<file path="src/rtl/cnn_pkg.sv">
// Shared types and constants for the CNN layer sequencer: state encoding,
// layer ids, buffer base addresses and the per-layer descriptor table.
package cnn_pkg;

  localparam int NUM_LAYERS  = 5;
  localparam int TIMEOUT_CYC = 4095;
  localparam int ADDR_W      = 11;

  typedef enum logic [2:0] {
    S_IDLE  = 3'd0,
    S_ISSUE = 3'd1,
    S_WAIT  = 3'd2,
    S_DONE  = 3'd3,
    S_ERROR = 3'd4
  } state_t;

  localparam logic [2:0] L_C1  = 3'd0;
  localparam logic [2:0] L_C2  = 3'd1;
  localparam logic [2:0] L_GAP = 3'd2;
  localparam logic [2:0] L_D1  = 3'd3;
  localparam logic [2:0] L_OUT = 3'd4;

  // Each feature map lives in its own memory, so every base is zero.
  localparam logic [ADDR_W-1:0] IN_BASE  = '0;
  localparam logic [ADDR_W-1:0] FM1_BASE = '0;
  localparam logic [ADDR_W-1:0] FM2_BASE = '0;
  localparam logic [ADDR_W-1:0] GAP_BASE = '0;
  localparam logic [ADDR_W-1:0] D1_BASE  = '0;
  localparam logic [ADDR_W-1:0] OUT_BASE = '0;

  typedef struct packed {
    logic [2:0]        layer;
    logic [ADDR_W-1:0] src_base;
    logic [ADDR_W-1:0] dst_base;
    logic [4:0]        n_out;
    logic [5:0]        dim;
  } layer_desc_t;

  function automatic layer_desc_t desc_lookup(input logic [2:0] idx);
    layer_desc_t d;
    d = '0;
    case (idx)
      L_C1:    d = '{layer: L_C1,  src_base: IN_BASE,  dst_base: FM1_BASE, n_out: 5'd8,  dim: 6'd32};
      L_C2:    d = '{layer: L_C2,  src_base: FM1_BASE, dst_base: FM2_BASE, n_out: 5'd16, dim: 6'd16};
      L_GAP:   d = '{layer: L_GAP, src_base: FM2_BASE, dst_base: GAP_BASE, n_out: 5'd16, dim: 6'd8};
      L_D1:    d = '{layer: L_D1,  src_base: GAP_BASE, dst_base: D1_BASE,  n_out: 5'd8,  dim: 6'd1};
      L_OUT:   d = '{layer: L_OUT, src_base: D1_BASE,  dst_base: OUT_BASE, n_out: 5'd1,  dim: 6'd1};
      default: d = '0;
    endcase
    return d;
  endfunction

endpackage

</file>
<file path="src/rtl/cnn_layer_sequencer_desc_rom.sv">
// Combinational layer index -> descriptor lookup; out-of-range indices give zeros.
module cnn_layer_desc_rom
  import cnn_pkg::*;
(
  input  logic [2:0]  layer_idx,
  output layer_desc_t desc
);

  assign desc = desc_lookup(layer_idx);

endmodule

</file>
<file path="src/rtl/cnn_layer_sequencer.sv">
// Steps the shared compute engine through C1, C2, GAP, D1, OUT for each frame,
// with timeout, abort, sticky error flags and a saturating frame latency counter.
//
//   state   | meaning
//   IDLE    | waiting for frame_loaded
//   ISSUE   | eng_start high, descriptor presented, timeout cleared
//   WAIT    | engine running the current layer
//   DONE    | ready pulse, frame finished
//   ERROR   | engine timed out, eng_abort pulse
module cnn_layer_sequencer
  import cnn_pkg::*;
(
  input  logic              clk,
  input  logic              rst,
  input  logic              frame_loaded,
  input  logic              abort,
  input  logic              eng_done,
  output logic              eng_start,
  output logic              eng_abort,
  output logic [2:0]        eng_layer,
  output logic [ADDR_W-1:0] eng_src_base,
  output logic [ADDR_W-1:0] eng_dst_base,
  output logic [4:0]        eng_n_out,
  output logic [5:0]        eng_dim,
  output logic              busy,
  output logic              ready,
  output logic              err_timeout,
  output logic              err_overrun,
  output logic [15:0]       frame_cycles
);

  localparam logic [2:0]  LAST_LAYER = 3'(NUM_LAYERS - 1);
  localparam logic [11:0] TMO_LIMIT  = 12'(TIMEOUT_CYC);

  state_t      state_q, state_d;
  logic [2:0]  layer_q, layer_d;
  logic [11:0] tmo_q, tmo_d;
  logic [15:0] frame_cycles_q, frame_cycles_d;
  layer_desc_t desc_q, desc_d;
  logic        eng_start_q, eng_start_d;
  logic        eng_abort_q, eng_abort_d;
  logic        ready_q, ready_d;
  logic        busy_q, busy_d;
  logic        err_timeout_q, err_timeout_d;
  logic        err_overrun_q, err_overrun_d;

  logic [2:0]  rom_idx;
  layer_desc_t rom_desc;

  // The ROM is addressed by the layer about to be issued, so the descriptor
  // can be registered on the same edge that raises eng_start.
  always_comb begin
    rom_idx = L_C1;
    if (state_q == S_WAIT) rom_idx = layer_q + 3'd1;
  end

  cnn_layer_desc_rom u_desc_rom (
    .layer_idx (rom_idx),
    .desc      (rom_desc)
  );

  always_comb begin
    state_d        = state_q;
    layer_d        = layer_q;
    tmo_d          = tmo_q;
    frame_cycles_d = frame_cycles_q;
    desc_d         = desc_q;
    eng_start_d    = 1'b0;
    eng_abort_d    = 1'b0;
    ready_d        = 1'b0;
    busy_d         = busy_q;
    err_timeout_d  = err_timeout_q;
    err_overrun_d  = err_overrun_q;

    // Counting through DONE/ERROR makes the final value span accept to ready.
    if (state_q != S_IDLE && frame_cycles_q != 16'hFFFF)
      frame_cycles_d = frame_cycles_q + 16'd1;

    case (state_q)
      S_IDLE: begin
        if (frame_loaded) begin
          state_d        = S_ISSUE;
          layer_d        = L_C1;
          desc_d         = rom_desc;
          eng_start_d    = 1'b1;
          busy_d         = 1'b1;
          frame_cycles_d = '0;
          err_timeout_d  = 1'b0;
          err_overrun_d  = 1'b0;
        end
      end
      S_ISSUE: begin
        if (frame_loaded) err_overrun_d = 1'b1;
        tmo_d = '0;
        if (abort) begin
          state_d     = S_IDLE;
          eng_abort_d = 1'b1;
          busy_d      = 1'b0;
        end else begin
          state_d = S_WAIT;
        end
      end
      S_WAIT: begin
        if (frame_loaded) err_overrun_d = 1'b1;
        if (abort) begin
          state_d     = S_IDLE;
          eng_abort_d = 1'b1;
          busy_d      = 1'b0;
        end else if (eng_done) begin
          if (layer_q == LAST_LAYER) begin
            state_d = S_DONE;
            ready_d = 1'b1;
            busy_d  = 1'b0;
          end else begin
            state_d     = S_ISSUE;
            layer_d     = layer_q + 3'd1;
            desc_d      = rom_desc;
            eng_start_d = 1'b1;
          end
        end else if (tmo_q + 12'd1 == TMO_LIMIT) begin
          state_d       = S_ERROR;
          err_timeout_d = 1'b1;
          eng_abort_d   = 1'b1;
          busy_d        = 1'b0;
        end else begin
          tmo_d = tmo_q + 12'd1;
        end
      end
      S_DONE:  state_d = S_IDLE;
      S_ERROR: state_d = S_IDLE;
      default: state_d = S_IDLE;
    endcase
  end

  always_ff @(posedge clk) begin
    if (rst) begin
      state_q        <= S_IDLE;
      layer_q        <= '0;
      tmo_q          <= '0;
      frame_cycles_q <= '0;
      desc_q         <= '0;
      eng_start_q    <= 1'b0;
      eng_abort_q    <= 1'b0;
      ready_q        <= 1'b0;
      busy_q         <= 1'b0;
      err_timeout_q  <= 1'b0;
      err_overrun_q  <= 1'b0;
    end else begin
      state_q        <= state_d;
      layer_q        <= layer_d;
      tmo_q          <= tmo_d;
      frame_cycles_q <= frame_cycles_d;
      desc_q         <= desc_d;
      eng_start_q    <= eng_start_d;
      eng_abort_q    <= eng_abort_d;
      ready_q        <= ready_d;
      busy_q         <= busy_d;
      err_timeout_q  <= err_timeout_d;
      err_overrun_q  <= err_overrun_d;
    end
  end

  assign eng_start    = eng_start_q;
  assign eng_abort    = eng_abort_q;
  assign eng_layer    = desc_q.layer;
  assign eng_src_base = desc_q.src_base;
  assign eng_dst_base = desc_q.dst_base;
  assign eng_n_out    = desc_q.n_out;
  assign eng_dim      = desc_q.dim;
  assign busy         = busy_q;
  assign ready        = ready_q;
  assign err_timeout  = err_timeout_q;
  assign err_overrun  = err_overrun_q;
  assign frame_cycles = frame_cycles_q;

endmodule

</file>
<file path="config.mk">
export PLATFORM = sky130hd
export DESIGN_NAME = cnn_layer_sequencer
export DESIGN_NICKNAME = d
export VERILOG_FILES = /design/src/rtl/cnn_pkg.sv /design/src/rtl/cnn_layer_sequencer_desc_rom.sv /design/src/rtl/cnn_layer_sequencer.sv
export SDC_FILE = /design/constraint.sdc
export NUM_CORES = 1
export LEC_CHECK = 0
export BUFFER_PORTS_ARGS = -buffer_cell sky130_fd_sc_hd__clkbuf_2
export CAP_MARGIN = 40
export CORE_MARGIN = 4
export CORE_UTILIZATION = 45
export DETAILED_ROUTE_END_ITERATION = 10
export PLACE_DENSITY = 0.67
export SETUP_SLACK_MARGIN = 0.4
export SKIP_LAST_GASP = 1
export SYNTH_ARGS = -nofsm -noshare
export SYNTH_HDL_FRONTEND = slang
export SYNTH_HIERARCHICAL = 1
export SYNTH_SLANG_ARGS = --single-unit
</file>
<file path="constraint.sdc">
create_clock -name clk -period 3 [get_ports clk]
set_input_delay 0.3 -clock clk [delete_from_list [all_inputs] [get_ports clk]]
set_output_delay 0.3 -clock clk [all_outputs]
set_load 0.01 [all_outputs]
</file>
==> impl_metrics.json, run 1 <==
{
  "dieArea_mm2": 0.009597,
  "min_path_cells": 3,
  "via_per_inst": 5.079,
  "reg2reg_to": "tmo_q[2]",
  "drc": 0,
  "die_h_um": 97.97,
  "ant_nets": 0,
  "die_w_um": 97.97,
  "drive_gt1_share_pct": 20.78,
  "ys_types": 60,
  "p_sw_share_pct": 26.25,
  "synth.avg_cell_area_um2": 8.040,
  "clk_pin_slew_worst_paths_ns": 0.07,
  "start_util_pct": 46.65,
  "yosys.area.top_type_share_pct": 41.77,
  "p_comb_share_pct": 9.8,
  "syn2layout_area_growth_pct": 15.08,
  "use_met1_pct": 20.28,
  "fp.coreArea_mm2": 0.007807,
  "io_pins": 63,
  "path_buf_inv": 0,
  "max-slew-margin-rel_pct": 55.49,
  "outcome": "finished clean",
  "ys.flop_type": "dfxtp_1",
  "htreeDepth": 3,
  "finClkSkew_ns": 0.006627,
  "pwr_density_cell_mw_per_mm2": 483.5,
  "layoutNonFillerInstCount": 617,
  "yosys_warnings": 6,
  "setup_tns_ns": 0,
  "crit_slowest_cell": "or4_1",
  "cts_buffers": 9,
  "drtIter0Drc": 116,
  "finalMaxSlewViolations": 0,
  "reg2reg_depth": 7,
  "cp.required_ns": 3.23,
  "async_reset_ff_share_pct": 0,
  "grt_max_degree": 31,
  "ys_seq_area_share_pct": 41.77,
  "crit_type": "register to register",
  "hold_viol_final": 0,
  "setup_viol": 0,
  "cts_tree": "built",
  "hold_class": "input pin to register",
  "seqPwrFrac_pct": 52.4,
  "antenna_found_initial": 0,
  "period_needed_ns": 2.531,
  "rows": 32,
  "synth_cells": 453,
  "port_buffers": 62,
  "nNetsFinal": 522,
  "wl_um": 7670,
  "dp.cells": 599,
  "grt_setup_unrepaired": "false",
  "power.internal_w": 0.001495,
  "met2_usage_pct": 27.49,
  "crit_chain": "ha_2 -> nand3_2 -> or4_1 -> o211a_2 -> or3_4 -> and2_4 -> a221o_1",
  "hpwlAfterDp_um": 5338,
  "yosysMostFrequentCell": "nand2_1",
  "cts_sinks": 76,
  "gr-usage-all-layers_pct": 16.48,
  "holdPathEnd": "err_overrun",
  "synth-edff-count": 0,
  "cap_violations": 0,
  "r2r_start": "tmo_q[0]",
  "routabilityCongestion": 0.8440,
  "root_buffer": "clkbuf_8",
  "clk_latency_ns": 0.35,
  "grt.busiest_layer": "met2",
  "synth_area_mm2": 0.003642,
  "worstPathMaxFanout": 10,
  "grt_pass1_vias": 3044,
  "fillerInstances": 745,
  "grt_pass1_wl_um": 13320,
  "firstDrtPassIters": 4,
  "arrival_ns": 2.76,
  "ys_ff_latch": 76,
  "wl_per_cell_um": 12.43,
  "antenna_cells": 0,
  "crit_path_end_kind": "register",
  "switchingPower_w": 0.0005320,
  "holdCritStartpoint": "frame_loaded",
  "peakVddDrop_uv": 232.4,
  "worstMarginPinSlew_ns": 0.6676,
  "met3_usage_pct": 4.071,
  "cts_max_path_buffers": 2,
  "fin_crit_sh_pct": 84.36,
  "synth_area_leader_cell": "dfxtp_1",
  "via_count": 3134,
  "p_leak_nw": 1.675,
  "r2r_setup_slack_ns": 0.47,
  "critPathMaxStageDelay_ns": 0.55,
  "crit_family": "simple AND/OR/NAND/NOR gates",
  "clkPwrFrac_pct": 37.8,
  "cp-start-kind": "register",
  "ys_top_cells_by_count": "nand2_1 (96), dfxtp_1 (76), a21oi_1 (56)",
  "grt_overflow": 0,
  "synth_area_leaders": "dfxtp_1 (42%), nand2_1 (9.9%), a21oi_1 (7.7%)",
  "timing.fmax_mhz": 395.1
}
==> worst min-delay path, delay by kind of cell <==
| family | cells | cell delay [ns] |
|---|---|---|
| AO/OA/AOI/OAI | 1 | 0.08 |
| AND/OR/NAND/NOR | 1 | 0.07 |
| buffers and inverters | 1 | 0.12 |
==> metal layers <==
metal / part of all wire, % / routed length [um] / up-vias
met1: 46 / 3544 / 1456
met3: 5.4 / 411 / 10
li1: - / - / 1609
met5: 0 / 0 / -
met2: 47 / 3590 / 59
met4: 1.6 / 124 / 0
==> final cells by class <==
cell class	count	area [um^2]	area share, %
clock inverters	6	66.31	1.582
flip-flops and latches	76	1528	36.45
well taps	102	127.6	3.045
inverters	8	30.03	0.7164
repair buffers	71	410.4	9.791
clock buffers	9	123.9	2.955
multi-input cells	345	1906	45.46
==> layout by cell type (no fill, tap or decap), drive strengths merged, types with 10 or more instances in the layout <==
| master | n |
|---|---|
| nor3 | 15 |
| nand2 | 96 |
| a21oi | 56 |
| nor2 | 28 |
| clkbuf | 71 |
| xnor2 | 10 |
| or3 | 13 |
| dfxtp | 76 |
| o21ai | 12 |
| conb | 26 |
==> power groups by stage <==
stage | Sequential, W | Combinational, W | Clock [W]
detailed placement | 0.00109 | 0.000196 | 0
global route | 0.00107 | 0.000226 | 0.000837
CTS | 0.00106 | 0.000200 | 0.000793
floorplan | 0.00110 | 0.000134 | 0
finish | 0.00106 | 0.000199 | 0.000765
global placement | 0.00109 | 0.000193 | 0
==> registers in the layout (all words and copies together) (netlist names) <==
name and cells:
frame_cycles 16, tmo_q 12, eng_dst_base 11, eng_src_base 11, eng_dim 6, eng_n_out 5, eng_layer 3, layer_q 3
state_q 3, busy 1, eng_abort 1, eng_start 1, err_overrun 1, err_timeout 1, ready 1
==> repair_timing <==
| item | CTS | global route |
|---|---|---|
| endpoints found under the setup margin | 11 | 10 |
| pin swaps | 1 | 3 |
| setup buffers | 2 | 1 |
| hold buffers | 0 | 0 |
| gates resized for setup | 4 | 5 |
| cloned | 0 | 0 |
==> worst max-delay path by stage <==
stage | startpoint | to | slack [ns] | depth (start not counted)
after detailed placement | tmo_q[0] | tmo_q[0] | 0.11 | 7
final | tmo_q[0] | tmo_q[2] | 0.47 | 7
after CTS | tmo_q[0] | tmo_q[2] | 0.43 | 7
after floorplan | tmo_q[0] | tmo_q[2] | 0.40 | 8
after global placement | tmo_q[0] | tmo_q[0] | 0.22 | 7
after global routing | tmo_q[0] | tmo_q[2] | 0.39 | 7
==> logic make-up (layout without fill, tap and decap cells) <==
family          Yosys count  in the layout  synth area share [%]
simple gates            203            203                 27.04
compound gates           94             94                 15.84
flops                    76             76                 41.77
buf+inv                  57             94                 9.241
xor+xnor                 14             14                 3.366
fa+ha+maj                 6              6                 2.061
mux                       2              2                0.5840
other cells               1             26                0.1030
==> stage by stage <==
stage	util, %	hold WS, ns	setup WS [ns]	cell area, um^2	power [W]
after detailed placement	50.58	0.4421	0.1132	3949	0.001282
after floorplan	-	0.4486	0.3989	3736	0.001232
final	53.69	0.2676	0.4693	4192	0.002027
after CTS	53.35	0.2603	0.4273	4165	0.002056
after global placement	50.58	0.4386	0.2172	3949	0.001279
after global routing	53.69	0.2794	0.3887	4192	0.002131
(Power assumes the default switching activity.)
==> inputs of run 2 (changes only) <==
--- a/config.mk
+++ b/config.mk
@@ -10,7 +10,7 @@
 export CORE_MARGIN = 4
 export CORE_UTILIZATION = 45
 export DETAILED_ROUTE_END_ITERATION = 10
-export PLACE_DENSITY = 0.67
+export PLACE_DENSITY = 0.7
 export SETUP_SLACK_MARGIN = 0.4
 export SKIP_LAST_GASP = 1
 export SYNTH_ARGS = -nofsm -noshare
==> constraint.sdc (replaced) <==
create_clock -name clk -period 2.19 [get_ports clk]
set_input_delay 0.219 -clock clk [delete_from_list [all_inputs] [get_ports clk]]
set_output_delay 0.219 -clock clk [all_outputs]
set_load 0.01 [all_outputs]
==> run 2 against run 1 <==
  * The run now ends with setup timing left
  * Count of clock-buffer cells in the layout rose by 1
  * Setup slack worse by 0.58 ns
  * Via count up 11%
  * Combinational power up 79%
  * Clock skew up 0.0052 ns
  * Global-route usage increased by 2.0 points
  * Non-clock buffer count up 52
  * Routed wire length up 24%
  * Core utilization grew 9.6 points
  * Die area stayed put
  * Largest power group unchanged
  * Highest routed layer unchanged
==> impl_metrics.json, run 2 (synthesized netlist as in run 1, its figures left out) <==
{
  "grt_max_degree": 31,
  "fin_area_mm2": 0.004938,
  "cp-start-kind": "register",
  "wl_per_cell_um": 14.18,
  "gr-usage-all-layers_pct": 18.47,
  "firstDrtPassIters": 4,
  "drc": 0,
  "cts_sinks": 76,
  "switchingPower_w": 0.0007943,
  "io_pins": 63,
  "antenna_found_initial": 0,
  "grt_setup_unrepaired": "true",
  "outcome": "finished, violations left",
  "arrival_ns": 2.58,
  "final_common_cell": "nand2_1",
  "clkPwrFrac_pct": 40.7,
  "drtIter0Drc": 150,
  "setup_viol": 12,
  "clk_latency_ns": 0.35,
  "nNetsFinal": 576,
  "period_needed_ns": 2.299,
  "seqPwrFrac_pct": 47.7,
  "hold_class": "input pin to register",
  "p_leak_nw": 2.015,
  "timing.fmax_mhz": 435.0,
  "root_buffer": "clkbuf_8",
  "pwr_density_cell_mw_per_mm2": 618.3,
  "die_h_um": 97.97,
  "worstPathMaxFanout": 7,
  "cp.required_ns": 2.47,
  "grt_pass1_vias": 3338,
  "syn2layout_area_growth_pct": 35.59,
  "largest_reg_flops": 16,
  "hold_viol_final": 0,
  "rows": 32,
  "grt_overflow": 0,
  "cts_max_path_buffers": 2,
  "fp.coreArea_mm2": 0.007807,
  "cap_violations": 0,
  "cts_buffers": 9,
  "clk_pin_slew_worst_paths_ns": 0.09,
  "setup_tns_ns": -0.6482,
  "layoutNonFillerInstCount": 672,
  "hpwlAfterDp_um": 5956,
  "via_count": 3478,
  "hold_buffers": 0,
  "routabilityCongestion": 0.8542,
  "power.internal_w": 0.002259,
  "violations": "setup timing",
  "finalMaxSlewViolations": 0,
  "cts_tree": "built",
  "finClkSkew_ns": 0.01183,
  "wl_um": 9531,
  "crit_path_end_kind": "register",
  "fin_crit_sh_pct": 105.0,
  "antenna_cells": 0,
  "htreeDepth": 3,
  "setup_ws_ns": -0.1086,
  "grt_pass1_wl_um": 14900,
  "port_buffers": 62,
  "p_total_w": 0.003054,
  "r2r_setup_slack_ns": -0.11,
  "p_comb_share_pct": 11.7,
  "peakVddDrop_uv": 726.9,
  "dieArea_mm2": 0.009597,
  "start_util_pct": 46.65,
  "p_sw_share_pct": 26.01,
  "via_per_inst": 5.176,
  "drive_gt1_share_pct": 34.56,
  "dp.cells": 627,
  "crit_type": "register to register",
  "ant_nets": 0,
  "die_w_um": 97.97,
  "final_cell_mix": "nand2_1 (93), dfxtp_1 (66), clkbuf_2 (62)",
  "post_dp_cell_area_mm2": 0.004228
}
[run 2: cell type report]
| type | instances | area, um^2 |
|---|---|---|
| timing repair buffer | 123 | 849.6 |
| sequential | 76 | 1541 |
| clock inverter | 6 | 96.34 |
| inverter | 8 | 30.03 |
| fill | 697 | 2869 |
| multi-input combinational | 347 | 2156 |
| tap | 102 | 127.6 |
| clock buffer | 10 | 137.6 |
[run 2: metrics by stage]
stage	setup WS (ns)	utilization (%)	hold WS, ns
after floorplan	-0.1632	-	0.3802
after global placement	-0.07572	53.80	0.4387
after detailed placement	-0.1185	54.15	0.4442
after CTS	-0.07590	59.57	0.1834
after global routing	-0.1395	63.25	0.2059
final	-0.1086	63.25	0.1940
[run 2: layer usage]
layer	track usage, %	vias to the layer above	share of wire (%)
li1	-	1724	-
met1	22.97	1658	44
met2	31.05	79	49
met3	3.929	17	4.8
met4	7.561	0	2.1
met5	0	-	0
[run 2: worst max-delay path, stage by stage (launching register included)]
cell     delay, ns
dfxtp_4       0.39
ha_4          0.19
nand3_4       0.07
or4b_4        0.47
o211a_4       0.16
or3_4         0.36
buf_6         0.15
or3_4         0.33
a21oi_2       0.12
[run 2: path summary, 6_finish.rpt]
path	to	start	cells after the start
min reg2reg	eng_src_base[4]	eng_src_base[4]	2
min	eng_abort	rst	2
max	eng_abort	tmo_q[0]	8
max reg2reg	eng_abort	tmo_q[0]	8
[run 2: timing repair]
action,CTS,global route
setup buffers,9,14
resized for setup,25,33
gates cloned,2,4
pin swaps,10,10
endpoints found under the setup margin,50,45
[run 2: power groups by stage]
stage	combinational (W)	clock (W)	sequential, W
floorplan	0.000202	0	0.00150
finish	0.000357	0.00124	0.00146
global placement	0.000263	0	0.00149
detailed placement	0.000280	0	0.00149
global route	0.000390	0.00133	0.00146
CTS	0.000296	0.00127	0.00146
==> inputs of run 3 (changes only) <==
--- a/config.mk
+++ b/config.mk
@@ -8,12 +8,11 @@
 export BUFFER_PORTS_ARGS = -buffer_cell sky130_fd_sc_hd__clkbuf_2
 export CAP_MARGIN = 40
 export CORE_MARGIN = 4
-export CORE_UTILIZATION = 45
+export CORE_UTILIZATION = 48
 export DETAILED_ROUTE_END_ITERATION = 10
-export PLACE_DENSITY = 0.7
+export PLACE_DENSITY = 0.77
 export SETUP_SLACK_MARGIN = 0.4
 export SKIP_LAST_GASP = 1
 export SYNTH_ARGS = -nofsm -noshare
 export SYNTH_HDL_FRONTEND = slang
-export SYNTH_HIERARCHICAL = 1
 export SYNTH_SLANG_ARGS = --single-unit
==> run 3 against run 2 <==
  * The run still ends with setup timing left
  * Fmax fell by 7.6%
  * Global-route usage rose by 2.4 points
  * Design area fell by 26%
  * Combinational power decreased by 57%
  * Register-to-register slack got worse by 0.19 ns
  * Critical endpoint is now tmo_q[9]
  * Largest power group unchanged
  * Highest routed layer unchanged
==> impl_metrics.json, run 3 <==
{
  "synth_cells": 318,
  "post_dp_cell_area_mm2": 0.003157,
  "ant_nets": 0,
  "die_h_um": 82.15,
  "crit_family": "simple AND/OR/NAND/NOR gates",
  "grt_pass1_vias": 2400,
  "hpwlAfterDp_um": 4551,
  "dieArea_mm2": 0.006748,
  "crit_chain": "ha_4 -> nand2_4 -> or4b_4 -> o221a_4 -> or4_4 -> a211oi_4 -> buf_6 -> a221o_1",
  "ys_top_cells_by_count": "dfxtp_1 (49), nor2_1 (42), buf_4 (28)",
  "p_total_w": 0.001653,
  "cp-start-kind": "register",
  "fillerInstances": 378,
  "final_common_cell": "buf_4",
  "yosysMostFrequentCell": "dfxtp_1",
  "yosys.area.top_type_share_pct": 37.17,
  "period_needed_ns": 2.488,
  "synth_area_mm2": 0.002639,
  "hold_class": "input pin to register",
  "syn2layout_area_growth_pct": 38.83,
  "gr-usage-all-layers_pct": 20.87,
  "grt_overflow": 0,
  "drc": 0,
  "cts_sinks": 49,
  "nNetsFinal": 424,
  "p_leak_nw": 1.569,
  "ys_types": 50,
  "cts_buffers": 5,
  "outcome": "finished, violations left",
  "synth.avg_cell_area_um2": 8.298,
  "timing.critical_path.from": "tmo_q[0]",
  "drive_gt1_share_pct": 40.44,
  "grt_setup_unrepaired": "true",
  "htreeDepth": 2,
  "p_sw_share_pct": 25.50,
  "fp.coreArea_mm2": 0.005205,
  "cp.depth": 8,
  "r2r_start": "tmo_q[0]",
  "rows": 26,
  "yosys_warnings": 0,
  "via_per_inst": 5.569,
  "switchingPower_w": 0.0004214,
  "timing.fmax_mhz": 401.9,
  "start_util_pct": 50.70,
  "crit_path_end_kind": "register",
  "min_path_cells": 2,
  "drtIter0Drc": 165,
  "async_reset_ff_share_pct": 0,
  "fin_area_mm2": 0.003664,
  "ys_ff_latch": 49,
  "cts_max_path_buffers": 2,
  "wl_um": 7567,
  "clkPwrFrac_pct": 36.1,
  "largest_reg_flops": 16,
  "place_ws_ns": -0.3117,
  "setup_tns_ns": -3.872,
  "finalMaxSlewViolations": 0,
  "cts_tree": "built",
  "finClkSkew_ns": 0.007323,
  "p_comb_share_pct": 9.2,
  "peakVddDrop_uv": 364.4,
  "synth_area_leader_cell": "dfxtp_1",
  "cp.required_ns": 2.44,
  "holdCritStartpoint": "abort",
  "fin_crit_sh_pct": 113.6,
  "port_buffers": 36,
  "hold_viol_final": 0,
  "critPathMaxStageDelay_ns": 0.55,
  "via_count": 2690,
  "final_cell_mix": "buf_4 (56), nor2_1 (40), dfxtp_1 (38)",
  "routabilityCongestion": 0.8980,
  "die_w_um": 82.15,
  "crit_slowest_cell": "or4_4",
  "synth-edff-count": 0,
  "seqPwrFrac_pct": 54.6,
  "clk_latency_ns": 0.30,
  "crit_type": "register to register",
  "root_buffer": "clkbuf_8",
  "final_util_pct": 70.38,
  "reg2reg_depth": 8,
  "cap_violations": 0,
  "io_pins": 63,
  "firstDrtPassIters": 5,
  "antenna_found_initial": 0,
  "setup_ws_ns": -0.2983,
  "ys_seq_area_share_pct": 37.17,
  "violations": "setup timing",
  "ys.flop_type": "dfxtp_1",
  "worstPathMaxFanout": 5,
  "pwr_density_cell_mw_per_mm2": 451.1,
  "grt_max_degree": 22,
  "grt_pass1_wl_um": 10920,
  "hold_buffers": 0,
  "clk_pin_slew_worst_paths_ns": 0.09,
  "arrival_ns": 2.74,
  "wl_per_cell_um": 15.67,
  "synth_area_leaders": "dfxtp_1 (37%), buf_4 (8.0%), nor2_1 (6.0%)",
  "power.internal_w": 0.001231,
  "antenna_cells": 0,
  "setup_viol": 15,
  "path_buf_inv": 1
}
-- run 3: cell types whose count changed in the layout (fill, tap and decap cells not counted), moves of 8 or more --
cell	delta
or3_1	-8
a21oi_1	-29
nand2_1	-70
dfxtp_1	-28
clkbuf_2	-26
buf_4	+8
nor2_1	+14
-- run 3: per-stage QoR --
| stage | instances | hold WS [ns] |
|---|---|---|
| 2_1_floorplan | 343 | 0.2975 |
| 3_3_place_gp | 459 | 0.4553 |
| 3_5_place_dp | 460 | 0.4649 |
| 4_1_cts | 472 | 0.1439 |
| 5_1_grt | 483 | 0.1997 |
| 6_report | 483 | 0.1958 |
-- run 3: power by group through the flow --
| stage | clock network [W] | logic [W] | registers [W] |
|---|---|---|---|
| after floorplan | 0 | 0.000120 | 0.000932 |
| after global placement | 0 | 0.000128 | 0.000929 |
| after detailed placement | 0 | 0.000133 | 0.000929 |
| after CTS | 0.000602 | 0.000138 | 0.000905 |
| after global routing | 0.000631 | 0.000166 | 0.000904 |
| final | 0.000597 | 0.000153 | 0.000903 |
-- run 3: final cells by class --
cell class | instances | area [um^2] | area share [%]
clock inverter | 1 | 5.005 | 0.1366
clock buffer | 6 | 93.84 | 2.561
multi-input combinational | 249 | 1727 | 47.13
tap | 70 | 87.58 | 2.391
sequential | 49 | 1015 | 27.70
timing repair buffer | 102 | 713.2 | 19.47
inverter | 6 | 22.52 | 0.6148
-- run 3: worst paths after layout --
kind | slack (ns) | endpoint
setup / recovery | -0.30 | tmo_q[9]
hold / removal | 0.20 | state_q[1]
setup reg to reg | -0.30 | tmo_q[9]
hold reg to reg | 0.49 | err_overrun
-- run 3: routing by layer --
| metal | global-route usage, % | vias to the layer above | share of wire [%] |
|---|---|---|---|
| met4 | 9.302 | 0 | 3.3 |
| met3 | 3.471 | 22 | 6.5 |
| met1 | 25.60 | 1278 | 42 |
| li1 | - | 1272 | - |
| met5 | 0 | - | 0 |
| met2 | 35.78 | 118 | 49 |
-- run 3: what timing repair did --
action | 4_1_cts | 5_1_grt
buffers inserted | 5 | 11
pin swaps | 5 | 17
gates resized for setup | 39 | 30
setup endpoints to repair | 27 | 32
-- run 3: kinds of logic (layout without fill, tap and decap cells) --
kind of cell    count (synthesis)  in the layout  synth area share, %
xor+xnor                       17             17                5.642
buf+inv                        45            115                10.72
compound gates                 50             50                13.42
fa+ha+maj                       6              6                2.845
flops                          49             49                37.17
mux                             4              4                1.565
other cells                     1             26               0.1421
simple gates                  146            146                28.50
